### src/rtl/hv_inst_loop_sequencer_pkg.sv
// Shared types and defaults for the instruction-loop sequencer: loop-mode encoding,
// FSM states, per-loop configuration record and the CSR loop-field layout.
package hv_inst_loop_sequencer_pkg;

   localparam int NUM_LOOPS   = 3;
   localparam int ADDR_WIDTH  = 8;
   localparam int COUNT_WIDTH = 8;

   // Bit offsets of loop 0/1/2 inside the packed CSR jump/end/count fields.
   localparam int LOOP0_OFFSET = 0;
   localparam int LOOP1_OFFSET = 8;
   localparam int LOOP2_OFFSET = 16;

   typedef enum logic [1:0] {
      LOOP_MODE_ONE       = 2'd0,
      LOOP_MODE_TWO       = 2'd1,
      LOOP_MODE_THREE     = 2'd2,
      LOOP_MODE_THREE_ALT = 2'd3
   } loop_mode_e;

   typedef enum logic [1:0] {
      ST_IDLE = 2'd0,
      ST_RUN  = 2'd1,
      ST_DONE = 2'd2
   } seq_state_e;

   typedef struct packed {
      logic [ADDR_WIDTH-1:0]  jump;
      logic [ADDR_WIDTH-1:0]  end_addr;
      logic [COUNT_WIDTH-1:0] count;
   } loop_cfg_t;

   // Number of active loops; the spare encoding 3 behaves like 2.
   function automatic logic [1:0] active_loops(input logic [1:0] mode);
      return (mode == LOOP_MODE_THREE_ALT) ? 2'd3 : mode + 2'd1;
   endfunction

endpackage

### src/rtl/hv_loop_counter.sv
// Iteration counter for one hardware loop; is_last_o flags the final pass
// (a programmed count of 0 behaves like 1).
module hv_loop_counter
   import hv_inst_loop_sequencer_pkg::*;
#(
   parameter int CountWidth = COUNT_WIDTH
) (
   input  logic                  clk_i,
   input  logic                  rst_ni,
   input  logic                  clr_i,
   input  logic                  inc_i,
   input  logic [CountWidth-1:0] count_i,
   output logic                  is_last_o
);

   logic [CountWidth-1:0] cnt_q, cnt_d;
   logic [CountWidth-1:0] last_val;

   always_comb begin
      last_val = (count_i == '0) ? '0 : count_i - 1'b1;
      cnt_d    = cnt_q;
      if (clr_i) begin
         cnt_d = '0;
      end else if (inc_i) begin
         cnt_d = cnt_q + 1'b1;
      end
   end

   assign is_last_o = (cnt_q == last_val);

   always_ff @(posedge clk_i or negedge rst_ni) begin
      if (!rst_ni) begin
         cnt_q <= '0;
      end else begin
         cnt_q <= cnt_d;
      end
   end

endmodule

### src/rtl/hv_inst_loop_sequencer.sv
// Program-counter sequencer: issues one PC per accepted instruction, runs up to
// three nested hardware loops and pulses done when the outermost active loop ends.
module hv_inst_loop_sequencer
   import hv_inst_loop_sequencer_pkg::*;
#(
   parameter int NumLoops   = NUM_LOOPS,
   parameter int AddrWidth  = ADDR_WIDTH,
   parameter int CountWidth = COUNT_WIDTH
) (
   input  logic                           clk_i,
   input  logic                           rst_ni,
   input  logic                           start_i,
   input  logic                           clr_i,
   input  logic [1:0]                     loop_mode_i,
   input  logic [NumLoops*AddrWidth-1:0]  jump_addr_i,
   input  logic [NumLoops*AddrWidth-1:0]  end_addr_i,
   input  logic [NumLoops*CountWidth-1:0] loop_count_i,
   output logic [AddrWidth-1:0]           pc_o,
   output logic                           inst_valid_o,
   input  logic                           inst_ready_i,
   output logic                           busy_o,
   output logic                           done_o
);

   seq_state_e           state_q, state_d;
   logic [AddrWidth-1:0] pc_q, pc_d;

   loop_cfg_t            cfg [NumLoops];
   logic [1:0]           num_active;
   logic [NumLoops-1:0]  at_end, is_last, jump_req, jump_sel, pre_jump;
   logic [NumLoops-1:0]  cnt_inc, cnt_clr;
   logic [AddrWidth-1:0] jump_target;
   logic                 handshake, any_jump, finish;

   assign num_active = active_loops(loop_mode_i);
   assign handshake  = (state_q == ST_RUN) && inst_ready_i;

   generate
      for (genvar gi = 0; gi < NumLoops; gi++) begin : g_loop
         assign cfg[gi] = {jump_addr_i[gi*AddrWidth +: AddrWidth],
                           end_addr_i[gi*AddrWidth +: AddrWidth],
                           loop_count_i[gi*CountWidth +: CountWidth]};

         assign at_end[gi]   = (num_active > 2'(gi)) && (pc_q == cfg[gi].end_addr);
         assign jump_req[gi] = at_end[gi] && !is_last[gi];

         // Loops below the jumping one that sit on their end have run out and rewind to 0.
         assign cnt_inc[gi] = handshake && jump_sel[gi];
         assign cnt_clr[gi] = clr_i || (handshake && (finish || (at_end[gi] && pre_jump[gi])));

         hv_loop_counter #(
            .CountWidth(CountWidth)
         ) u_loop_counter (
            .clk_i    (clk_i),
            .rst_ni   (rst_ni),
            .clr_i    (cnt_clr[gi]),
            .inc_i    (cnt_inc[gi]),
            .count_i  (cfg[gi].count),
            .is_last_o(is_last[gi])
         );
      end
   endgenerate

   // Innermost loop wanting to jump wins; pre_jump marks every loop scanned before it.
   always_comb begin
      jump_sel    = '0;
      pre_jump    = '0;
      any_jump    = 1'b0;
      jump_target = '0;
      for (int k = 0; k < NumLoops; k++) begin
         if (!any_jump) begin
            if (jump_req[k]) begin
               any_jump    = 1'b1;
               jump_sel[k] = 1'b1;
               jump_target = cfg[k].jump;
            end else begin
               pre_jump[k] = 1'b1;
            end
         end
      end
   end

   assign finish = !any_jump && at_end[num_active - 2'd1];

   always_comb begin
      state_d = state_q;
      pc_d    = pc_q;
      case (state_q)
         ST_IDLE: begin
            if (start_i) begin
               state_d = ST_RUN;
               pc_d    = '0;
            end
         end
         ST_RUN: begin
            if (inst_ready_i) begin
               if (any_jump) begin
                  pc_d = jump_target;
               end else if (finish) begin
                  state_d = ST_DONE;
                  pc_d    = '0;
               end else begin
                  pc_d = pc_q + 1'b1;
               end
            end
         end
         ST_DONE: state_d = ST_IDLE;
         default: state_d = ST_IDLE;
      endcase
      if (clr_i) begin
         state_d = ST_IDLE;
         pc_d    = '0;
      end
   end

   always_ff @(posedge clk_i or negedge rst_ni) begin
      if (!rst_ni) begin
         state_q <= ST_IDLE;
         pc_q    <= '0;
      end else begin
         state_q <= state_d;
         pc_q    <= pc_d;
      end
   end

   assign pc_o         = pc_q;
   assign inst_valid_o = (state_q == ST_RUN);
   assign busy_o       = (state_q == ST_RUN);
   assign done_o       = (state_q == ST_DONE);

endmodule

### config.mk
export PLATFORM = sky130hd
export DESIGN_NAME = hv_inst_loop_sequencer
export DESIGN_NICKNAME = d
export VERILOG_FILES = /design/src/rtl/hv_inst_loop_sequencer_pkg.sv /design/src/rtl/hv_loop_counter.sv /design/src/rtl/hv_inst_loop_sequencer.sv
export SDC_FILE = /design/constraint.sdc
export NUM_CORES = 1
export LEC_CHECK = 0
export ABC_AREA = 1
export ABC_CLOCK_PERIOD_IN_PS = 1980
export CAP_MARGIN = 20
export CORE_UTILIZATION = 46
export CTS_CLUSTER_DIAMETER = 200
export DETAILED_ROUTE_END_ITERATION = 8
export GPL_TIMING_DRIVEN = 0
export HOLD_SLACK_MARGIN = 0.03
export PLACE_DENSITY = 0.78
export SLEW_MARGIN = 5
export SYNTH_ARGS = -nofsm -noshare
export SYNTH_HDL_FRONTEND = slang
export SYNTH_SLANG_ARGS = --single-unit
### constraint.sdc
create_clock -name clk_i -period 1.98 [get_ports clk_i]
set_input_delay 0.396 -clock clk_i [delete_from_list [all_inputs] [get_ports clk_i]]
set_output_delay 0.396 -clock clk_i [all_outputs]
set_load 0.1 [all_outputs]
After elaboration in Yosys (flattened, before gate mapping)
Cells that the tools add are included.
{"block": "totals", "register_bits": 34, "word_cells": 109, "out_inout_bits": 11, "in_bits": 79}
{"block": "classes", "n_reduce_logical": 37, "n_addsub": 9, "magnitude_cmp": 4, "eq_ne": 13, "n_mux": 41}
{"op": "8-bit two-way mux", "n": 19}
{"op": "8-bit equality test", "n": 6}
{"op": "8-bit by 1-bit adder with 8-bit output (second input constant)", "n": 4}
{"op": "8-bit logical NOT", "n": 3}
{"op": "8-bit by 1-bit subtractor with 8-bit output (second input constant)", "n": 3}
{"op": "1-bit logical AND", "n": 17}
{"op": "8-bit one-hot mux with 2 select lines", "n": 1}
{"op": "1-bit two-way mux", "n": 13}
{"op": "2-bit two-way mux", "n": 6}
{"op": "3-bit inequality test (second input constant)", "n": 3}
{"op": "1-bit logical OR", "n": 6}
{"op": "2-bit nonzero test", "n": 3}
{"op": "2-bit equality test (second input constant)", "n": 2}
{"op": "2-bit by 1-bit greater-than comparator with 1-bit output (second input constant)", "n": 2}
{"op": "1-bit logical NOT", "n": 4}
{"op": "2-bit one-hot mux with 2 select lines", "n": 1}
{"op": "4-bit AND reduction", "n": 1}
{"op": "2-bit by 3-bit less-than comparator with 1-bit output (second input constant)", "n": 1}
{"op": "3-bit by 2-bit inequality test with 1-bit output (second input constant)", "n": 1}
{"op": "3-bit AND reduction", "n": 1}
{"op": "3-bit nonzero test", "n": 1}
{"op": "2-bit by 1-bit adder with 2-bit output (second input constant)", "n": 1}
{"op": "1-bit binary-select mux with 2-bit select", "n": 1}
{"op": "2-bit by 1-bit equality test with 1-bit output (second input constant)", "n": 1}
{"op": "other kinds (3)", "n": 3}

Logic depth before layout (Yosys ltp)
Gate-level depths: netlist of the first run.
{"block": "logic_depth", "ltp_word": 15, "depth_mapped": 19, "depth_no_buf": 19}

Cells and area by module
Synthesis of the first run repeated with hierarchy kept, for this count alone.
{"block": "hier_totals", "hier_cells": 718, "area_unflattened_um2": 4210.3}
{"mod": "hv_loop_counter", "cells_each": 128, "seq_area_each_um2": 200.2, "instances": 3, "area_per_inst_um2": 799.5}
{"mod": "hv_inst_loop_sequencer", "cells_each": 334, "seq_area_each_um2": 250.2, "instances": 1, "area_per_inst_um2": 1811.7}

Least setup slack after synthesis of the first run
No wires, ideal clock.
{"block": "synth_timing", "path_kind": "register to register", "from": "register state_q[0]", "to": "register g_loop[0].u_loop_counter.cnt_q[3]", "stages_incl_launch_ff": 11, "n_path_buf": 0, "required_time_ps": 1859, "slack_ps": -1080, "arrival_time_ps": 2940, "synth_period_minus_slack_ps": 3060, "setup_time_ps": 121, "path_cell_list": "dfrtp_1 inv_1 nor2_1 inv_1 nor2_1 inv_1 nor2_2 nand3_1 xor2_1 inv_1 nor2_1"}
{"block": "synth_via", "elab_chain_len": 5, "elab_cells_between_ends": 7, "classes_between": "eq/ne (1); mux (1); reduce/logical (5)"}
{"item": "start, declared", "line": "hv_inst_loop_sequencer.sv:25", "text": "seq_state_e state_q, state_d;"}
{"item": "start signal, assigned", "line": "hv_inst_loop_sequencer.sv:121", "text": "state_q <= state_d;"}
{"item": "2-bit by 1-bit equality test with 1-bit output (*)"}
{"item": "named net busy_o", "line": "hv_inst_loop_sequencer.sv:21", "text": "output logic busy_o,"}
{"item": "1-bit logical AND (*)", "line": "hv_inst_loop_sequencer.sv:36", "text": "assign handshake = (state_q == ST_RUN) && inst_ready_i;"}
{"item": "1-bit logical AND", "line": "hv_inst_loop_sequencer.sv:49", "text": "assign cnt_clr[gi] = clr_i || (handshake && (finish || (at_end[gi] && pre_jump[gi])));"}
{"item": "1-bit logical OR", "line": "hv_inst_loop_sequencer.sv:49"}
{"item": "8-bit two-way mux or 2-bit nonzero test (tied branches)"}
{"item": "end signal, assigned", "line": "hv_loop_counter.sv:35", "text": "cnt_q <= cnt_d;"}
{"item": "end, declared", "line": "hv_loop_counter.sv:16", "text": "logic [CountWidth-1:0] cnt_q, cnt_d;"}
The timed path passes the listed nets; every way through them passes the cells marked *.
A chain may end at the register's enable or synchronous reset.

Worst setup path after layout of the first run
{"block": "layout_timing", "from": "input loop_mode_i[0]", "to": "register g_loop[0].u_loop_counter.cnt_q[6]"}
{"block": "layout_via", "elab_chain_len": 14, "elab_cells_between_ends": 30, "classes_between": "add/sub (2); order compare (3); eq/ne (1); mux (10); reduce/logical (14)"}
{"item": "start, declared", "line": "hv_inst_loop_sequencer.sv:14", "text": "input logic [1:0] loop_mode_i,"}
{"item": "2-bit by 1-bit adder with 2-bit output or 2-bit equality test (tied branches)", "line": "hv_inst_loop_sequencer_pkg.sv:35", "text": "return (mode == LOOP_MODE_THREE_ALT) ? 2'd3 : mode + 2'd1;"}
{"item": "2-bit two-way mux (*)", "line": "hv_inst_loop_sequencer_pkg.sv:35"}
{"item": "2-bit by 1-bit greater-than comparator with 1-bit output", "line": "hv_inst_loop_sequencer.sv:44", "text": "assign at_end[gi] = (num_active > 2'(gi)) && (pc_q == cfg[gi].end_addr);"}
{"item": "1-bit logical AND", "line": "hv_inst_loop_sequencer.sv:44"}
{"item": "1-bit logical AND", "line": "hv_inst_loop_sequencer.sv:45", "text": "assign jump_req[gi] = at_end[gi] && !is_last[gi];"}
{"item": "1-bit two-way mux", "line": "hv_inst_loop_sequencer.sv:72", "text": "if (jump_req[k]) begin"}
{"item": "1-bit two-way mux (2 in series)", "line": "hv_inst_loop_sequencer.sv:71", "text": "if (!any_jump) begin"}
{"item": "1-bit logical NOT", "line": "hv_inst_loop_sequencer.sv:83", "text": "assign finish = !any_jump && at_end[num_active - 2'd1];"}
{"item": "1-bit logical AND", "line": "hv_inst_loop_sequencer.sv:83"}
{"item": "1-bit logical OR", "line": "hv_inst_loop_sequencer.sv:49"}
{"item": "1-bit logical AND", "line": "hv_inst_loop_sequencer.sv:49"}
{"item": "1-bit logical OR", "line": "hv_inst_loop_sequencer.sv:49"}
{"item": "8-bit two-way mux or 2-bit nonzero test (tied branches)"}
Mark *: on every way between the ends. The rest lies on a longest branch, timed or not. The select of a mux whose other input is x is not followed.

==> impl_metrics.tcl, run 1 <==
set metrics [dict create \
    drive_gt1_share_pct 28.3 \
    p_per_area_mw_per_mm2 389 \
    synth_compound_area_share_pct 9.28 \
    yosysWarningCount 0 \
    synthAdderAreaFrac_pct 2.95 \
    first_iter_violations 199 \
    violations "setup timing" \
    grt_max_degree 35 \
    async_reset_ff_share_pct 100 \
    synth_top_family_by_area "simple AND/OR/NAND/NOR gates" \
    crit_path_max_fanout 8 \
    vdd_drop_max_mv 1.09 \
    rsz0062_at_grt "yes" \
    synth_seq_cells 34 \
    end_kind "flip-flop" \
    use_met2_pct 44.5 \
    grtUsageMet1_pct 32.4 \
    antenna_found_initial 0 \
    synthDistinctLibCells 35 \
    antenna_left 0 \
    setup_viol 34 \
    p_int_uw 1360 \
    syn-cell-area_mm2 0.00381 \
    yosysSeqAreaShare_pct 22.3 \
    cts.root.buffer_cell "clkbuf_8" \
    clock_path_buffers 2 \
    drtPass1Iterations 5 \
    min_period_ns 2.29 \
    rows 32 \
    busiest_layer "met2" \
    gp_congestion 0.898 \
    grt_overflow 0 \
    dp_slack_ns -1.11 \
    crit_type "in -> reg" \
    syn2layout_area_growth_pct 51.2 \
    die_x_um 93.1 \
    stdcell_area_mm2 0.00577 \
    timing.fmax_ghz 0.437 \
    fin_ws_ns -0.306 \
    swShare_pct 39.5 \
    ios 90 \
    start_util_pct 48.4 \
    worst_slew_pin_slew_ns 0.974 \
    grt_usage_pct 25.4 \
    clk_pin_slew_ns 0.07 \
    synth_area_per_cell_um2 6.10 \
    fin_skew_ns 0.0105 \
    synth_ff_type "dfrtp_1" \
    critPathArrivalTime_ns 2.46 \
    place_hpwl_mm 8.27 \
    clock_sink_count 34 \
    status "complete, but fails checks" \
    htree_levels 2 \
    cts_tree "done" \
    pwr-share-seq_pct 32.7 \
    numCtsBuffers 5 \
    grt_first_pass_wirelength_mm 18.1 \
    core_mm2 0.00789 \
    synth_edf_count 0 \
    slew_viol_final 0 \
    synthSimpleGateAreaFrac_pct 47.7 \
    use_met3_pct 3.41 \
    drc 0 \
    cts_hold_buf 0 \
    cap_violations 0 \
    synth_cells 625 \
    viasPerCell 5.40 \
    nets 846 \
    start_kind "input port" \
    placed_cell_area_mm2 0.00500 \
    max-slew-margin-rel_pct 35.3 \
    dieArea_mm2 0.00866 \
    clkPwrFrac_pct 23.7 \
    io_buffers 89 \
    finalCritPeriodShare_pct 115 \
    p_comb_share_pct 43.6 \
    clock_latency_ns 0.29 \
    via_count 4651 \
    p_switching_uw 885 \
    hold_class "in -> async" \
    cp.required_ns 2.15 \
    synth.mux.area_fraction_pct 0 \
    synth_xor_area_share_pct 7.35 \
    wl_per_cell_um 13.5 \
    nFillCells 615 \
    antenna_cells 0 \
    totalWireLength_mm 11.6 \
    synthesis.nets 713 \
    die_y_um 93.1 \
    p_leak_uw 0.00269 \
    hold_viol_final 0 \
    grt_pass1_vias 4259 \
]
power groups by stage:
stage	clock (uW)	sequential, uW	combinational [uW]
after floorplan	0	789	510
after CTS	538	734	926
final	531	734	978
after global routing	567	736	1050
after global placement	0	747	858
after detailed placement	0	748	874
worst max-delay path, stage by stage:
cell and delay [ns]:
dlygate4sd2_1 0.24, inv_1 0.07, nor2_2 0.06, inv_1 0.12, ha_2 0.20, inv_1 0.05, nor2_1 0.11, nand4_1 0.12
nor2_2 0.18, nand4_1 0.14, nand2_1 0.10, nand4_1 0.22, o21ai_1 0.15, nand2_1 0.10, nand2_4 0.14, nor2_2 0.06
worst paths after layout:
path,from,endpoint,slack [ns],cells after the start
min in group clk_i,g_loop[2].u_loop_counter.cnt_q[7],g_loop[2].u_loop_counter.cnt_q[7],0.55,2
setup / recovery,loop_mode_i[0],g_loop[0].u_loop_counter.cnt_q[6],-0.31,16
setup reg to reg,pc_o[3],g_loop[0].u_loop_counter.cnt_q[6],-0.25,12
hold reg to reg,g_loop[2].u_loop_counter.cnt_q[7],g_loop[2].u_loop_counter.cnt_q[7],0.55,2
hold / removal,rst_ni,g_loop[1].u_loop_counter.cnt_q[4],0.18,1
max in group asynchronous,rst_ni,pc_o[6],1.23,1
cells in the final DEF, fill, tap and decap left out, types with 8 or more instances in the layout:
cell             count
inv_2               18
nor2_4              15
nor2_2              25
xor2_1              23
nand4_1             27
nand3_1             51
dlygate4sd2_1       14
nand2_2             16
inv_1               73
o21ai_0             16
nand3b_1             9
buf_4               25
dfrtp_4              8
nor2_1              48
nand3_2             15
buf_6               11
nand2_4              9
clkdlybuf4s15_2     12
nand2_1            148
dfrtp_1             26
clkdlybuf4s50_1     48
o21ai_1             14
cell usage after synthesis, types with 2 or more instances:
| cell type | n | area, um^2 |
|---|---|---|
| nand2_2 | 6 | 37.5 |
| o21bai_1 | 7 | 52.6 |
| nand3b_1 | 9 | 67.6 |
| ha_1 | 9 | 113 |
| nor2_2 | 13 | 81.3 |
| xnor2_1 | 7 | 61.3 |
| xor2_1 | 25 | 219 |
| inv_1 | 92 | 345 |
| and3_1 | 3 | 18.8 |
| o21ai_0 | 22 | 110 |
| o211ai_1 | 2 | 15.0 |
| nor4_1 | 3 | 18.8 |
| a21oi_2 | 2 | 17.5 |
| a21oi_1 | 10 | 50.1 |
| nand4_1 | 27 | 169 |
| nand2_1 | 163 | 612 |
| nor2_8 | 2 | 40.0 |
| buf_4 | 3 | 22.5 |
| nor3_1 | 9 | 45.0 |
| dfrtp_1 | 34 | 851 |
| nand2_4 | 4 | 45.0 |
| nor2_1 | 73 | 274 |
| o21ai_1 | 10 | 50.1 |
| or2_2 | 7 | 43.8 |
| nand3_1 | 65 | 325 |
| inv_2 | 5 | 18.8 |
| o22ai_1 | 3 | 18.8 |
| nand3_2 | 3 | 30.0 |
kinds of logic after synthesis:
kind of cell    after synthesis
xor+xnor                     32
compound gates               59
buf+inv                     102
simple gates                389
fa+ha+maj                     9
flops                        34
final cells by class:
cell class	instances	area [um^2]	area share, %
multi-input combinational	492	3070	53.2
timing repair buffer	123	1160	20.1
inverter	97	383	6.64
sequential	34	881	15.3
tap	102	128	2.21
clock inverter	1	5.00	0.0868
buffer	5	56.3	0.977
clock buffer	7	86.3	1.50
layer usage:
| metal | up-vias | share of wire, % |
|---|---|---|
| li1 | 2289 | - |
| met1 | 2169 | 41 |
| met2 | 167 | 50 |
| met3 | 26 | 6.8 |
| met4 | 0 | 1.8 |
| met5 | - | 0 |
through the flow:
step	setup TNS, ns	hold slack, ns	std cells	total power (uW)	utilization [%]
finish	-8.31	0.180	861	2240	73.1
detailed placement	-35.86	0.510	816	1620	63.5
global placement	-41.90	0.528	816	1600	63.5
floorplan	-2.91	0.100	625	1300	-
global route	-12.77	0.243	861	2350	73.1
CTS	-6.07	0.205	853	2200	70.4
registers in the layout (all words and copies together), names as in the netlist:
name	flops
state_q	2
g_loop.u_loop_counter.cnt_q	24
pc_o	8
what timing repair did:
item,in CTS,in global routing
pin swaps,62,38
endpoints found under the setup margin,45,35
buffers inserted,24,8
gates cloned,5,0
hold endpoints to repair,0,0
gates resized for setup,152,51
(Power assumes the default switching activity.)
==> run 2, diff against run 1 <==
--- a/config.mk
+++ b/config.mk
@@ -12,5 +12,4 @@
 export CTS_CLUSTER_DIAMETER = 200
 export DETAILED_ROUTE_END_ITERATION = 8
-export GPL_TIMING_DRIVEN = 0
 export HOLD_SLACK_MARGIN = 0.03
 export PLACE_DENSITY = 0.78
==> constraint.sdc (replaced) <==
create_clock -name clk_i -period 1.98 [get_ports clk_i]
set_input_delay 0.396 -clock clk_i [delete_from_list [all_inputs] [get_ports clk_i]]
set_output_delay 0.396 -clock clk_i [all_outputs]
set_load 0.005 [all_outputs]
==> run 2 against run 1 <==
The run still ends with setup timing left; via count up 20%; critical path type is now reg -> reg; sequential cell count unchanged; fmax down 7.2%; clock-buffer cell count unchanged.
==> impl_metrics.tcl, run 2 (same netlist as run 1, synthesis figures left out) <==
set metrics [dict create \
    status "complete, but fails checks" \
    violations "setup timing" \
    crit_type "reg -> reg" \
    layoutNonFillerInstCount 938 \
    p_leak_uw 0.00314 \
    clk_pin_slew_ns 0.08 \
    ios 90 \
    place_inst 883 \
    htree_levels 2 \
    timing.fmax_ghz 0.406 \
    syn2layout_area_growth_pct 72.2 \
    cpPeakStageDelay_ns 0.38 \
    reg2reg_slack_ns -0.48 \
    cap_violations 0 \
    max-slew-margin-rel_pct 69.3 \
    end_kind "flip-flop" \
    antenna_cells 0 \
    crit_path_cell_trace "buf_4 -> xnor2_1 -> nand4_1 -> nand3b_1 -> buf_4 -> a21oi_4 -> a21oi_4 -> clkbuf_16 -> nand3b_1 -> nand2_1" \
    totalWireLength_mm 16.8 \
    drive_gt1_share_pct 40.2 \
    grt_usage_pct 30.4 \
    numCtsBuffers 5 \
    stdcell_area_mm2 0.00657 \
    placed_cell_area_mm2 0.00539 \
    via_count 5598 \
    power_uw 2390 \
    rows 32 \
    die_y_um 93.1 \
    largest_reg_flops 24 \
    vdd_drop_max_mv 0.495 \
    layout_common_cells "nand2_1 (129), buf_4 (103), inv_1 (67), clkdlybuf4s50_1 (48), nor2_1 (41)" \
    hold_viol_final 0 \
    path_buf_inv 3 \
    crit_family "simple AND/OR/NAND/NOR gates" \
    cp.required_ns 2.16 \
    slowest_stage "dfrtp_1" \
    p_per_area_mw_per_mm2 364 \
    final_common_cell "nand2_1" \
    grt_overflow 0 \
    slew_viol_final 0 \
    viasPerCell 5.97 \
    grt_pass1_vias 4942 \
    finalCritPeriodShare_pct 124 \
    clock_sink_count 34 \
    clock_latency_ns 0.29 \
    cts_hold_buf 0 \
    clock_path_buffers 2 \
    grt_first_pass_wirelength_mm 21.3 \
    antenna_found_initial 0 \
    io_buffers 89 \
    drc 0 \
    cts_tree "done" \
    rsz0062_at_grt "yes" \
    regMostFlops "g_loop.u_loop_counter.cnt_q" \
    dieArea_mm2 0.00866 \
    setup_viol 34 \
    nets 923 \
    place_hpwl_mm 9.00 \
    worst_slew_pin_slew_ns 0.461 \
    hold_class "in -> async" \
    fin_skew_ns 0.00759 \
    start_kind "flip-flop" \
    grt_max_degree 35 \
    crit_path_max_fanout 7 \
    wl_per_cell_um 17.9 \
    cts.root.buffer_cell "clkbuf_8" \
    core_mm2 0.00789 \
    gp_congestion 0.912 \
    min_period_ns 2.46 \
    die_x_um 93.1 \
    fin_ws_ns -0.482 \
    antenna_left 0 \
    drtPass1Iterations 5 \
    first_iter_violations 530 \
    start_util_pct 48.4 \
    critPathArrivalTime_ns 2.64 \
]
## run 2: changes by cell type in the layout (fill, tap and decap cells not counted), moves of 7 or more
cell,delta
dfrtp_4,-8
nand2_2,+14
nor2_1,-7
nand3_2,+8
nand3_1,-11
clkdlybuf4s15_2,-8
buf_4,+78
nand2_1,-19
## run 2: stage by stage
stage	TNS (ns)	util [%]	setup slack, ns	hold WS [ns]
floorplan	-1.86	-	-0.105	0.100
global placement	-27.00	68.4	-0.841	0.527
detailed placement	-28.37	68.4	-0.880	0.534
CTS	-2.43	76.9	-0.133	0.524
global route	-12.82	83.2	-0.482	0.551
finish	-11.48	83.2	-0.482	0.512
## run 2: power breakdown
part	total, uW	leakage, uW	switching [uW]	internal, uW
Clock	659	0.0000524	282	377
Sequential	723	0.000469	13.1	709
Combinational	1010	0.00262	543	468
Total	2390	0.00314	838	1550
## run 2: path summary, 6_finish.rpt
check,start,to,depth (start not counted)
worst max-delay path,pc_o[7],g_loop[2].u_loop_counter.cnt_q[4],10
worst min-delay path,rst_ni,g_loop[1].u_loop_counter.cnt_q[2],2
worst max register to register,pc_o[7],g_loop[2].u_loop_counter.cnt_q[4],10
worst min register to register,g_loop[2].u_loop_counter.cnt_q[7],g_loop[2].u_loop_counter.cnt_q[7],2
max in group asynchronous,rst_ni,pc_o[6],2
min in group clk_i,g_loop[2].u_loop_counter.cnt_q[7],g_loop[2].u_loop_counter.cnt_q[7],2
## run 2: layout make-up
type | instances | area (um^2)
multi-input combinational | 491 | 3290
timing repair buffer | 206 | 1790
fill | 412 | 1320
sequential | 34 | 853
inverter | 97 | 395
tap | 102 | 128
clock buffer | 7 | 76.3
clock inverter | 1 | 30.0
## run 2: timing repair
item	in CTS	in global routing
setup buffers	23	23
setup endpoints to repair	34	34
resized for setup	203	103
pin swaps	112	83
hold endpoints to repair	0	0
cloned	2	1
## run 2: metal layers
| layer | global-route usage [%] | share of wire (%) |
|---|---|---|
| met1 | 36.2 | 35 |
| met3 | 4.63 | 9.5 |
| met4 | 9.62 | 6.7 |
| met5 | 0 | 0 |
| met2 | 55.8 | 48 |
